$ cat config.mk
export PLATFORM = sky130hd
export DESIGN_NAME = rbm_read_scheduler
export DESIGN_NICKNAME = d
export VERILOG_FILES = /design/src/rtl/rbm_sched_pkg.sv /design/src/rtl/rbm_desc_fifo.sv /design/src/rtl/rbm_read_scheduler.sv
export SDC_FILE = /design/constraint.sdc
export NUM_CORES = 1
export LEC_CHECK = 0
export ABC_CLOCK_PERIOD_IN_PS = 7000
export CAP_MARGIN = 5
export CORE_UTILIZATION = 50
export DETAILED_ROUTE_END_ITERATION = 10
export GPL_ROUTABILITY_DRIVEN = 0
export PLACE_DENSITY = 0.72
export SLEW_MARGIN = 20
export SYNTH_ARGS = -nofsm -noshare
export SYNTH_HDL_FRONTEND = slang
export SYNTH_SLANG_ARGS = --single-unit
$ cat constraint.sdc
create_clock -name clk -period 7 [get_ports clk]
set_input_delay 1.75 -clock clk [delete_from_list [all_inputs] [get_ports clk]]
set_output_delay 1.75 -clock clk [all_outputs]
set_load 0.005 [all_outputs]
$ cat src/rtl/rbm_sched_pkg.sv
// Shared FSM type, CSR word addresses and status bit positions for the RBM read scheduler.
package rbm_sched_pkg;

  typedef enum logic [1:0] {
    StIdle,
    StLoad,
    StGo,
    StWaitDone
  } sched_state_e;

  localparam logic [2:0] CsrStatus = 3'd0;
  localparam logic [2:0] CsrBase   = 3'd1;
  localparam logic [2:0] CsrLength = 3'd2;
  localparam logic [2:0] CsrCtrl   = 3'd3;
  localparam logic [2:0] CsrJobCnt = 3'd4;
  localparam logic [2:0] CsrIrq    = 3'd5;

  localparam int unsigned StatusBusy     = 0;
  localparam int unsigned StatusOverflow = 1;
  localparam int unsigned StatusEmpty    = 2;
  localparam int unsigned StatusFull     = 3;
  localparam int unsigned StatusCountLsb = 4;

endpackage

$ cat src/rtl/rbm_desc_fifo.sv
// Show-ahead descriptor FIFO: rdata always presents the head entry while not empty.
module rbm_desc_fifo #(
  parameter int unsigned Width = 64,
  parameter int unsigned Depth = 4,
  localparam int unsigned PtrW = $clog2(Depth)
) (
  input  logic             clk,
  input  logic             reset,
  input  logic             push,
  input  logic             pop,
  input  logic [Width-1:0] wdata,
  output logic [Width-1:0] rdata,
  output logic             full,
  output logic             empty,
  output logic [PtrW:0]    count
);

  localparam logic [PtrW:0] FullCount = (PtrW + 1)'(Depth);

  logic [Width-1:0] mem_q [Depth];
  logic [PtrW-1:0]  wr_ptr_q, rd_ptr_q;
  logic [PtrW:0]    count_q;
  logic             do_push, do_pop;

  assign do_push = push && !full;
  assign do_pop  = pop && !empty;

  // Storage needs no reset: the head is only consumed while count is non-zero.
  always_ff @(posedge clk) begin
    if (do_push) mem_q[wr_ptr_q] <= wdata;
  end

  always_ff @(posedge clk or posedge reset) begin
    if (reset) begin
      wr_ptr_q <= '0;
      rd_ptr_q <= '0;
      count_q  <= '0;
    end else begin
      if (do_push) wr_ptr_q <= wr_ptr_q + PtrW'(1);
      if (do_pop)  rd_ptr_q <= rd_ptr_q + PtrW'(1);
      if (do_push && !do_pop) begin
        count_q <= count_q + (PtrW + 1)'(1);
      end else if (do_pop && !do_push) begin
        count_q <= count_q - (PtrW + 1)'(1);
      end
    end
  end

  assign rdata = mem_q[rd_ptr_q];
  assign full  = (count_q == FullCount);
  assign empty = (count_q == '0);
  assign count = count_q;

endmodule

$ cat src/rtl/rbm_read_scheduler.sv
// Queues host-written read descriptors and issues them one at a time to the RBM memory reader.
// Define RBM_SCHED_IRQ_EN to add the ins_irq output and the interrupt CSR at address 5.
module rbm_read_scheduler
  import rbm_sched_pkg::*;
#(
  parameter int unsigned ADDRESS_WIDTH = 32,
  parameter int unsigned FIFO_DEPTH    = 4,
  parameter int unsigned CNT_WIDTH     = 16
) (
  input  logic                     clk,
  input  logic                     reset,
  input  logic [2:0]               avs_s0_address,
  input  logic                     avs_s0_read,
  input  logic                     avs_s0_write,
  input  logic [ADDRESS_WIDTH-1:0] avs_s0_writedata,
  output logic [ADDRESS_WIDTH-1:0] avs_s0_readdata,
  output logic                     avs_s0_readdatavalid,
  output logic                     coe_control_fixed_location,
  output logic [ADDRESS_WIDTH-1:0] coe_control_read_base,
  output logic [ADDRESS_WIDTH-1:0] coe_control_read_length,
  output logic                     coe_control_go,
  input  logic                     coe_control_done,
`ifdef RBM_SCHED_IRQ_EN
  input  logic                     coe_control_early_done,
  output logic                     ins_irq
`else
  input  logic                     coe_control_early_done
`endif
);

  localparam int unsigned AW     = ADDRESS_WIDTH;
  localparam int unsigned CountW = $clog2(FIFO_DEPTH) + 1;

  sched_state_e         state_q;
  logic [AW-1:0]        staged_base_q, base_q, len_q, readdata_q, rd_mux, status;
  logic                 enable_q, overflow_q, go_q, rdv_q;
  logic [CNT_WIDTH-1:0] job_cnt_q;
  logic [2*AW-1:0]      fifo_wdata, fifo_rdata;
  logic [AW-1:0]        head_base, head_len;
  logic [CountW-1:0]    fifo_count;
  logic                 fifo_full, fifo_empty, fifo_pop, commit, job_done;
  logic                 unused_early_done;

  assign unused_early_done = coe_control_early_done;

  assign commit     = avs_s0_write && (avs_s0_address == CsrLength);
  assign fifo_wdata = {staged_base_q, avs_s0_writedata};
  assign fifo_pop   = (state_q == StLoad);
  assign head_base  = fifo_rdata[2*AW-1:AW];
  assign head_len   = fifo_rdata[AW-1:0];

  rbm_desc_fifo #(
    .Width(2 * AW),
    .Depth(FIFO_DEPTH)
  ) u_desc_fifo (
    .clk  (clk),
    .reset(reset),
    .push (commit),
    .pop  (fifo_pop),
    .wdata(fifo_wdata),
    .rdata(fifo_rdata),
    .full (fifo_full),
    .empty(fifo_empty),
    .count(fifo_count)
  );

  // Zero-length descriptors retire in LOAD without ever reaching the reader.
  assign job_done = ((state_q == StLoad) && (head_len == '0)) ||
                    ((state_q == StWaitDone) && coe_control_done);

  always_ff @(posedge clk or posedge reset) begin
    if (reset) begin
      staged_base_q <= '0;
      enable_q      <= 1'b1;
      overflow_q    <= 1'b0;
    end else begin
      if (avs_s0_write && (avs_s0_address == CsrBase)) staged_base_q <= avs_s0_writedata;
      if (avs_s0_write && (avs_s0_address == CsrCtrl)) enable_q <= avs_s0_writedata[0];
      if (commit && fifo_full) begin
        overflow_q <= 1'b1;
      end else if (avs_s0_write && (avs_s0_address == CsrStatus) &&
                   avs_s0_writedata[StatusOverflow]) begin
        overflow_q <= 1'b0;
      end
    end
  end

  always_ff @(posedge clk or posedge reset) begin
    if (reset) begin
      state_q   <= StIdle;
      go_q      <= 1'b0;
      base_q    <= '0;
      len_q     <= '0;
      job_cnt_q <= '0;
    end else begin
      go_q <= 1'b0;
      case (state_q)
        StIdle: if (!fifo_empty && enable_q) state_q <= StLoad;
        StLoad: begin
          base_q <= head_base;
          len_q  <= head_len;
          if (head_len == '0) begin
            state_q <= StIdle;
          end else begin
            go_q    <= 1'b1;
            state_q <= StGo;
          end
        end
        StGo:       state_q <= StWaitDone;
        StWaitDone: if (coe_control_done) state_q <= StIdle;
        default:    state_q <= StIdle;
      endcase
      if (job_done) job_cnt_q <= job_cnt_q + CNT_WIDTH'(1);
    end
  end

`ifdef RBM_SCHED_IRQ_EN
  logic irq_en_q, pending_q, ins_irq_q, drained, wr_irq;

  assign wr_irq  = avs_s0_write && (avs_s0_address == CsrIrq);
  // Queue counts as drained when nothing remains after this cycle's pop and no new commit lands.
  assign drained = !commit && (fifo_empty || (fifo_pop && (fifo_count == CountW'(1))));

  always_ff @(posedge clk or posedge reset) begin
    if (reset) begin
      irq_en_q  <= 1'b0;
      pending_q <= 1'b0;
      ins_irq_q <= 1'b0;
    end else begin
      if (wr_irq) irq_en_q <= avs_s0_writedata[0];
      if (job_done && drained) begin
        pending_q <= 1'b1;
      end else if (wr_irq && avs_s0_writedata[1]) begin
        pending_q <= 1'b0;
      end
      ins_irq_q <= pending_q & irq_en_q;
    end
  end

  assign ins_irq = ins_irq_q;
`endif

  always_comb begin
    status                              = '0;
    status[StatusBusy]                  = (state_q != StIdle);
    status[StatusOverflow]              = overflow_q;
    status[StatusEmpty]                 = fifo_empty;
    status[StatusFull]                  = fifo_full;
    status[StatusCountLsb +: CountW]    = fifo_count;
  end

  always_comb begin
    rd_mux = '0;
    case (avs_s0_address)
      CsrStatus: rd_mux = status;
      CsrBase:   rd_mux = staged_base_q;
      CsrCtrl:   rd_mux[0] = enable_q;
      CsrJobCnt: rd_mux[CNT_WIDTH-1:0] = job_cnt_q;
`ifdef RBM_SCHED_IRQ_EN
      CsrIrq:    rd_mux[1:0] = {pending_q, irq_en_q};
`endif
      default:   rd_mux = '0;
    endcase
  end

  always_ff @(posedge clk or posedge reset) begin
    if (reset) begin
      readdata_q <= '0;
      rdv_q      <= 1'b0;
    end else begin
      readdata_q <= avs_s0_read ? rd_mux : '0;
      rdv_q      <= avs_s0_read;
    end
  end

  assign avs_s0_readdata            = readdata_q;
  assign avs_s0_readdatavalid       = rdv_q;
  assign coe_control_fixed_location = 1'b0;
  assign coe_control_read_base      = base_q;
  assign coe_control_read_length    = len_q;
  assign coe_control_go             = go_q;

endmodule

== Word level (Yosys, flattened, before mapping) ==
Memories as Yosys holds them, arrays and structs flattened.
Index checks and enable logic that the tools add are counted.

* Register bits: 157
* RAM bits: 256
* Input bits: 41
* Output and inout bits: 99
* Word-level logic and storage cells: 71
* Memories: 1

* Add/sub/neg operators: 5
* Eq/ne operators: 10
* Multiplexer cells: 16
* Reduce and logical (&&, ||, !) cells: 26

{| class="wikitable"
|+ Memory list
! name !! words !! width !! rd ports !! clocked after memory_dff !! wr ports !! RTL line !! RTL
|-
| u_desc_fifo.mem_q || 4 || 64 || 1 || 0 || 1 || rbm_desc_fifo.sv:20 || <nowiki>logic [Width-1:0] mem_q [Depth];</nowiki>
|}

{| class="wikitable"
|+ Operators by type and width
! kind !! count
|-
| 15-bit case mux with 3 select lines || 1
|-
| 32-bit logical NOT || 1
|-
| 32-bit two-way mux || 1
|-
| 16-bit by 1-bit adder with 16-bit output (second input constant) || 1
|-
| 16-bit two-way mux || 1
|-
| 1-bit logical AND || 13
|-
| 2-bit case mux with 4 select lines || 1
|-
| 3-bit by 2-bit == test with 1-bit output (second input constant) || 2
|-
| 3-bit == test (second input constant) || 2
|-
| 3-bit logical NOT || 2
|-
| 1-bit two-way mux || 6
|-
| 2-bit two-way mux || 3
|-
| 3-bit two-way mux || 2
|-
| 2-bit nonzero test || 3
|-
| 2-bit by 1-bit adder with 2-bit output (second input constant) || 2
|-
| 2-bit == test (second input constant) || 2
|-
| 1-bit logical NOT || 4
|-
| 2-bit inequality test (second input constant) || 2
|-
| 1-bit case mux with 4 select lines || 1
|-
| 3-bit by 1-bit adder with 3-bit output (second input constant) || 1
|-
| 3-bit by 1-bit == test with 1-bit output (second input constant) || 1
|-
| 3-bit by 1-bit subtractor with 3-bit output (second input constant) || 1
|-
| 2-bit by 1-bit == test with 1-bit output (second input constant) || 1
|-
| 2-bit logical NOT || 1
|-
| 2 further kinds || 2
|}

== Logic depth before layout (Yosys ltp) ==
Gate-level depths: netlist (run 1).

* Depth in word-level cells: 7
* Gate-level depth with buffers: 10

== By module ==
A second synthesis (run 1) with hierarchy kept.

* Cell total of the unflattened synthesis: 921
* Area, all modules: 15552.4 sq um

{| class="wikitable"
|+ By module, submodules not included
! module !! instances !! cells an instance !! area an instance (sq um) !! seq. area each (sq um)
|-
| rbm_desc_fifo || 1 || 370 || 9653.0 || 7862.5
|-
| rbm_read_scheduler || 1 || 551 || 5899.4 || 3754.9
|}

== Worst setup path before layout (run 1) ==
OpenSTA, ideal clock, no wires.

* Path type: input to register
* From: input port avs_s0_address[0]
* To: memory u_desc_fifo.mem_q[0][0], enable pin
* Library setup time: 429 ps
* Data arrival time: 4163 ps
* Required time: 6571 ps
* Path slack: 2408 ps
* Cell stages on the path: 5
* Buffers on the path: 1
* Path through: clkbuf_1 nor3b_1 nand2_1 nor2_1 and2_1

* Word-level cells in the longest chain between the ends: 5

{| class="wikitable"
|+ Ends and longest elaborated chain
! element !! RTL line !! RTL
|-
| start, declared || rbm_read_scheduler.sv:12 || <nowiki>input logic [2:0] avs_s0_address,</nowiki>
|-
| 3-bit by 2-bit == test with 1-bit output || rbm_read_scheduler.sv:46 || <nowiki>assign commit = avs_s0_write && (avs_s0_address == CsrLength);</nowiki>
|-
| 1-bit logical AND || rbm_read_scheduler.sv:46 ||
|-
| 1-bit logical AND || rbm_desc_fifo.sv:25 || <nowiki>assign do_push = push && !full;</nowiki>
|-
| via u_desc_fifo.do_push || rbm_desc_fifo.sv:23 || <nowiki>logic do_push, do_pop;</nowiki>
|-
| 1-bit two-way mux || rbm_desc_fifo.sv:30 || <nowiki>if (do_push) mem_q[wr_ptr_q] <= wdata;</nowiki>
|-
| 1-bit two-way mux (not written as such) || rbm_desc_fifo.sv:30 ||
|-
| end, declared || rbm_desc_fifo.sv:20 ||
|}

The timed path passes the listed nets, and every way through them passes these cells.

== Worst setup path after layout (run 1) ==
* From: input port avs_s0_address[2]
* To: memory u_desc_fifo.mem_q[0][59], enable pin

The elaborated chain is that of the path after synthesis.

==> out/metrics.csv, run 1 <==
stage,metric,value,unit
drt,antenna_left,0,
floorplan,start_util,0.507,
timing,skew,19.8,ps
power,p_per_area,384,nW/um^2
floorplan,core-area,30500,um^2
run_status,status,"finished, final reports clean",
cells_and_area,final_layout_size_suffix_gt1_frac,0.170,
cells_and_area,final_nets,1124,
clock_network,clk_pin_slew,60,ps
power,p_total,7190,uW
drt,wl_per_cell,20.7,um
synth,synth.most_common_cell,edfxtp_1,
timing,period_needed,4550,ps
synth,synth_area_per_cell,16.8,um^2
synth,syn-cell-area,15500,um^2
timing,final-hold-violation-count,0,
place,dpl_cell_area,17300,um^2
worst_setup_path,worstPathArrival,4750,ps
global_routing,grt_pass1_wl,48.3,mm
synth,ys_warn_count,0,
drt,wirelength,31.1,mm
cells_and_area,fill_cells,2231,
place,port_buffers,137,
global_routing,gr-total-overflow,0,
worst_setup_path,crit_path_start_kind,input port,
synth,ys_ff_latch,413,
flow_run,maxCapViolCount,0,
global_routing,antenna_found_initial,0,
timing,tns,0,ps
global_routing,grt_max_degree,85,
timing,rsz0062_at_grt,false,
place,dp_hpwl,19.0,mm
drt,drt_iter0_drc,804,
cells_and_area,final_cell_area,18700,um^2
power,p_leak,0.00703,uW
place,dp_slack,1950,ps
global_routing,track_usage,0.206,
timing,max_freq,220,MHz
worst_setup_path,cp_max_fo,34,
cells_and_area,antenna_cells,0,
clock_network,post_cts_buffers,0,
drt,post-route-drc-count,0,
timing,fin_ws,2450,ps
cells_and_area,fin_util,0.613,
floorplan,die_h,178,um
clock_network,clockRootBuffer,clkbuf_16,
synth,synth-edff-count,256,
worst_setup_path,required,7200,ps
drt,first_pass_iters,5,
timing,worstMarginPinSlew,965,ps
timing,relSlewSlack,0.356,
synth,yosys-top-cells-count,"edfxtp_1, nand2_1, dfrtp_1",
power,ir_drop,0.000235,V
clock_network,cts_max_level,2,
floorplan,die_area,31600,um^2
worst_setup_path,crit_path_end_kind,register,
hold_path,hp-class,reg2reg,
clock_network,numCtsBuffers,42,
floorplan,die_w,178,um
worst_setup_path,worstSetupPathType,in2reg,
drt,avgViaCountPerCell,5.43,
synth,synth_cell_types,37,
cells_and_area,seq_area,11600,um^2
clock_network,postCtsResizedCells,0,
synth,synth_fp_nets,969,
timing,finalMaxSlewViolations,0,
cells_and_area,area_growth,21.0,%
synth,yosys.area.top_type,edfxtp_1,
drt,vias,8162,
floorplan,rows,64,
synth,synth_area_leaders,"edfxtp_1, dfrtp_1, mux4_2",
floorplan,io-pin-count,140,
clock_network,clk_latency,530,ps
clock_network,cts.sinks,413,
synth,synth_ff_type,edfxtp_1,
clock_network,hold_buffers,0,
clock_network,cts_tree,yes,
synth,synthArstFlopShare,0.380,
synth,syn_inst,921,
synth,ys_seq_area_frac,0.752,
synth,synth.top_cell.area_share,0.497,
cells_and_area,multi_input_area,3650,um^2
clock_network,cts.path.max_buffers,3,
timing,min_period_over_period,0.650,
global_routing,first_global_vias,8366,
timing,final-setup-viol-count,0,
per-stage QoR:
stage / std cells / hold WS (ps)
after detailed placement: 1428 / 461
after global routing: 1504 / 488
after CTS: 1504 / 477
final: 1504 / 468
after floorplan: 921 / 446
after global placement: 1427 / 457
cells in the final DEF (no fill, tap or decap), types with 12 or more instances in the layout:
master / count
and2_1: 17
edfxtp_1: 256
xnor2_1: 19
nand2_1: 201
mux4_2: 64
buf_4: 12
mux2_2: 36
dfrtp_1: 154
nand3_1: 14
clkbuf_16: 42
clkdlybuf4s50_1: 137
nor2_1: 32
worst paths after layout:
kind | from | slack [ps] | cells past startpoint | end
max | avs_s0_address[2] | 2450 | 6 | u_desc_fifo.mem_q[0][59]
min reg2reg | coe_control_read_base[10] | 470 | 2 | coe_control_read_base[10]
max in group asynchronous | reset | 4110 | 3 | staged_base_q[27]
min | coe_control_read_base[10] | 470 | 2 | coe_control_read_base[10]
min in group asynchronous | reset | 1760 | 2 | coe_control_read_base[15]
max reg2reg | u_desc_fifo.rd_ptr_q[0] | 2650 | 8 | job_cnt_q[15]
cell families after synthesis:
logic type,Yosys count,synth area share
DFF,413,0.752
and+or+nand+nor,300,0.0823
muxes,105,0.123
buffers and inverters,49,0.0140
AOI/OAI and AO/OA,25,0.0111
xor gates and xnor gates,21,0.0119
adders and majority gates,7,0.00615
other,1,0.000243
worst max-delay path: stages:
cell,delay (ps)
clkdlybuf4s50_1,680
nor3b_1,450
nand2_1,110
nor2_1,430
and2_2,890
buf_4,420
metal layers:
metal / up-vias / wire length, um / track usage
met1: 4200 / 13200 / 0.282
met3: 47 / 1600 / 0.0353
met4: 0 / 681 / 0.0591
met5: - / 0 / 0
met2: 239 / 15600 / 0.341
li1: 3676 / - / -
state kept, by name, indices dropped and copies added, names as in the netlist, named ones only:
register                 count
u_desc_fifo.mem_q          256
avs_s0_readdata             32
coe_control_read_base       32
coe_control_read_length     32
staged_base_q               32
job_cnt_q                   16
u_desc_fifo.count            3
u_desc_fifo.rd_ptr_q         2
u_desc_fifo.wr_ptr_q         2
avs_s0_readdatavalid         1
coe_control_go               1
enable_q                     1
overflow_q                   1
state_q                      1
area by class of cell:
cell class	count	area share
repair buffers	153	0.0828
multi-input cells	459	0.195
clock buffers	57	0.0619
flip-flops and latches	413	0.621
clock inverters	19	0.0111
inverters	7	0.00167
well taps	396	0.0265
where the power goes:
group | switching, uW | internal [uW]
Combinational | 779 | 907
Clock | 879 | 1310
Sequential | 344 | 2970
Total | 2000 | 5180
No activity file was read; power rests on OpenSTA's default activity.
==> run 2, diff against run 1 <==
--- a/config.mk
+++ b/config.mk
@@ -5,12 +5,12 @@
 export SDC_FILE = /design/constraint.sdc
 export NUM_CORES = 1
 export LEC_CHECK = 0
-export ABC_CLOCK_PERIOD_IN_PS = 7000
+export ABC_CLOCK_PERIOD_IN_PS = 3800
 export CAP_MARGIN = 5
 export CORE_UTILIZATION = 50
 export DETAILED_ROUTE_END_ITERATION = 10
 export GPL_ROUTABILITY_DRIVEN = 0
-export PLACE_DENSITY = 0.72
+export PLACE_DENSITY = 0.75
 export SLEW_MARGIN = 20
 export SYNTH_ARGS = -nofsm -noshare
 export SYNTH_HDL_FRONTEND = slang
==> constraint.sdc (replaced) <==
create_clock -name clk -period 3.8 [get_ports clk]
set_input_delay 0.95 -clock clk [delete_from_list [all_inputs] [get_ports clk]]
set_output_delay 0.95 -clock clk [all_outputs]
set_load 0.005 [all_outputs]
==> run 2 against run 1 <==
Clock power is 84% higher. Worst hold slack hardly changed. Final area increased by 1.5%. Sequential power grew 80%. Worst setup slack got worse by 2100 ps. Count of clock-buffer cells in the layout did not move. Wire length is 2.5% higher. Sequential cell count unchanged. Core utilization rose by 0.90 points. Register-to-register slack got worse by 2300 ps. Combinational power is 100% higher. Cell count is 2.0% higher.
==> out/metrics.csv, run 2 (synthesized netlist as in run 1, its figures left out) <==
stage,metric,value,unit,change
hold_path,hp-class,reg2reg,,
timing,finalMaxSlewViolations,0,,unchanged
worst_setup_path,worstPathArrival,3900,ps,-850 ps
cells_and_area,antenna_cells,0,,unchanged
power,p_leak,0.00721,uW,+2.4%
cells_and_area,final_nets,1153,,+2.6%
drt,first_pass_iters,5,,unchanged
clock_network,cts.sinks,413,,unchanged
floorplan,die_h,178,um,unchanged
floorplan,start_util,0.507,,unchanged
timing,worstMarginPinSlew,950,ps,-15.7 ps
timing,skew,15.1,ps,-4.70 ps
floorplan,io-pin-count,140,,unchanged
flow_run,maxCapViolCount,0,,unchanged
cells_and_area,final_layout_size_suffix_gt1_frac,0.194,,+0.0245
timing,final-hold-violation-count,0,,unchanged
cells_and_area,final_common_cell,edfxtp_1,,
drt,avgViaCountPerCell,5.46,,+0.55%
global_routing,gr-total-overflow,0,,unchanged
drt,wirelength,31.8,mm,+2.5%
timing,tns,0,ps,unchanged
clock_network,cts_max_level,2,,unchanged
floorplan,rows,64,,unchanged
drt,drt_iter0_drc,616,,-23%
drt,wl_per_cell,20.8,um,+0.47%
timing,hold_ws,469,ps,+0.120 ps
worst_setup_path,crit_path_end_kind,register,,
global_routing,antenna_found_initial,0,,unchanged
clock_network,clk_pin_slew,60,ps,about the same
place,port_buffers,137,,unchanged
clock_network,clk_latency,530,ps,about the same
timing,relSlewSlack,0.366,,+0.00913
clock_network,cts.path.max_buffers,3,,unchanged
global_routing,grt_max_degree,66,,-22%
timing,final-setup-viol-count,0,,unchanged
global_routing,first_global_vias,8659,,+3.5%
clock_network,clockRootBuffer,clkbuf_16,,
clock_network,numCtsBuffers,41,,-2.4%
floorplan,die_w,178,um,unchanged
worst_setup_path,crit_path_start_kind,register,,
cells_and_area,top_register,u_desc_fifo.mem_q,,
clock_network,post_cts_buffers,0,,unchanged
drt,antenna_left,0,,unchanged
global_routing,track_usage,0.210,,+0.00436
floorplan,core-area,30500,um^2,unchanged
timing,period_needed,3500,ps,
worst_setup_path,worstSetupPathType,reg2reg,,
worst_setup_path,timing.reg2reg.setup_slack,300,ps,-2350 ps
floorplan,die_area,31600,um^2,unchanged
clock_network,hold_buffers,0,,unchanged
cells_and_area,largest_reg_flops,256,,unchanged
timing,max_freq,286,MHz,
power,ir_drop,0.000375,V,+60%
clock_network,postCtsResizedCells,0,,unchanged
drt,vias,8371,,+2.6%
global_routing,grt_pass1_wl,49.2,mm,+1.9%
place,dp_hpwl,20.1,mm,+5.8%
worst_setup_path,required,4210,ps,-2990 ps
clock_network,cts_tree,yes,,
timing,min_period_over_period,0.920,,
run_status,status,"finished, final reports clean",,
cells_and_area,area_growth,22.8,%,
hold_path,hp-start,coe_control_read_base[20],,
timing,rsz0062_at_grt,false,,
worst_setup_path,r2r-start,u_desc_fifo.rd_ptr_q[0],,
power,p_per_area,708,nW/um^2,+84%
worst_setup_path,cp-startpoint,u_desc_fifo.rd_ptr_q[0],,
cells_and_area,final_cell_mix,"edfxtp_1, nand2_1, dfrtp_1",,
drt,post-route-drc-count,0,,unchanged
worst_setup_path,cp_max_fo,16,,-53%
## run 2: changes by cell type in the layout (fill, tap and decap cells not counted), sizes merged
cell      delta
inv          -1
buf         +30
clkinvlp     +1
## run 2: path summary, 6_finish.rpt
check / depth (start not counted) / to
hold reg to reg: 2 / coe_control_read_base[20]
setup / recovery: 8 / job_cnt_q[14]
hold / removal: 2 / coe_control_read_base[20]
setup reg to reg: 8 / job_cnt_q[14]
max in group asynchronous: 3 / u_desc_fifo.rd_ptr_q[0]
min in group asynchronous: 2 / coe_control_read_base[13]
## run 2: report_power, final
part / leakage, uW / internal [uW] / switching [uW] / total (uW)
Sequential: 0.00429 / 5470 / 505 / 5970
Combinational: 0.00224 / 1820 / 1610 / 3430
Clock: 0.000668 / 2410 / 1620 / 4030
## run 2: final cells by class
class / count / area [um^2]
inverter: 7 / 30.0
sequential: 413 / 11600
clock buffer: 57 / 1160
multi-input combinational: 459 / 3650
clock inverter: 19 / 201
fill: 2209 / 11500
timing repair buffer: 183 / 1830
tap: 396 / 495
## run 2: routing by layer
metal | up-vias | track usage | share of wire
met5 | - | 0 | 0
met4 | 0 | 0.0605 | 0.021
met3 | 52 | 0.0347 | 0.051
met2 | 276 | 0.356 | 0.51
met1 | 4300 | 0.281 | 0.42
li1 | 3743 | - | -
## run 2: stage by stage
stage	area, um^2	power [uW]	worst slack (ps)	cells	utilization
2_1_floorplan	15500	7890	8.16	921	-
3_3_place_gp	17600	9420	344	1458	0.578
3_5_place_dp	17600	9520	277	1458	0.578
4_1_cts	19000	13600	243	1534	0.622
5_1_grt	19000	14100	37.3	1534	0.622
6_report	19000	13400	303	1534	0.622
## run 2: worst max-delay path: stages, from the launching register on
cell	delay, ps
dfrtp_4	610
buf_12	210
buf_4	160
mux4_2	520
nor4_1	430
nand4_1	330
o31ai_4	690
nand4_1	230
xnor2_1	180
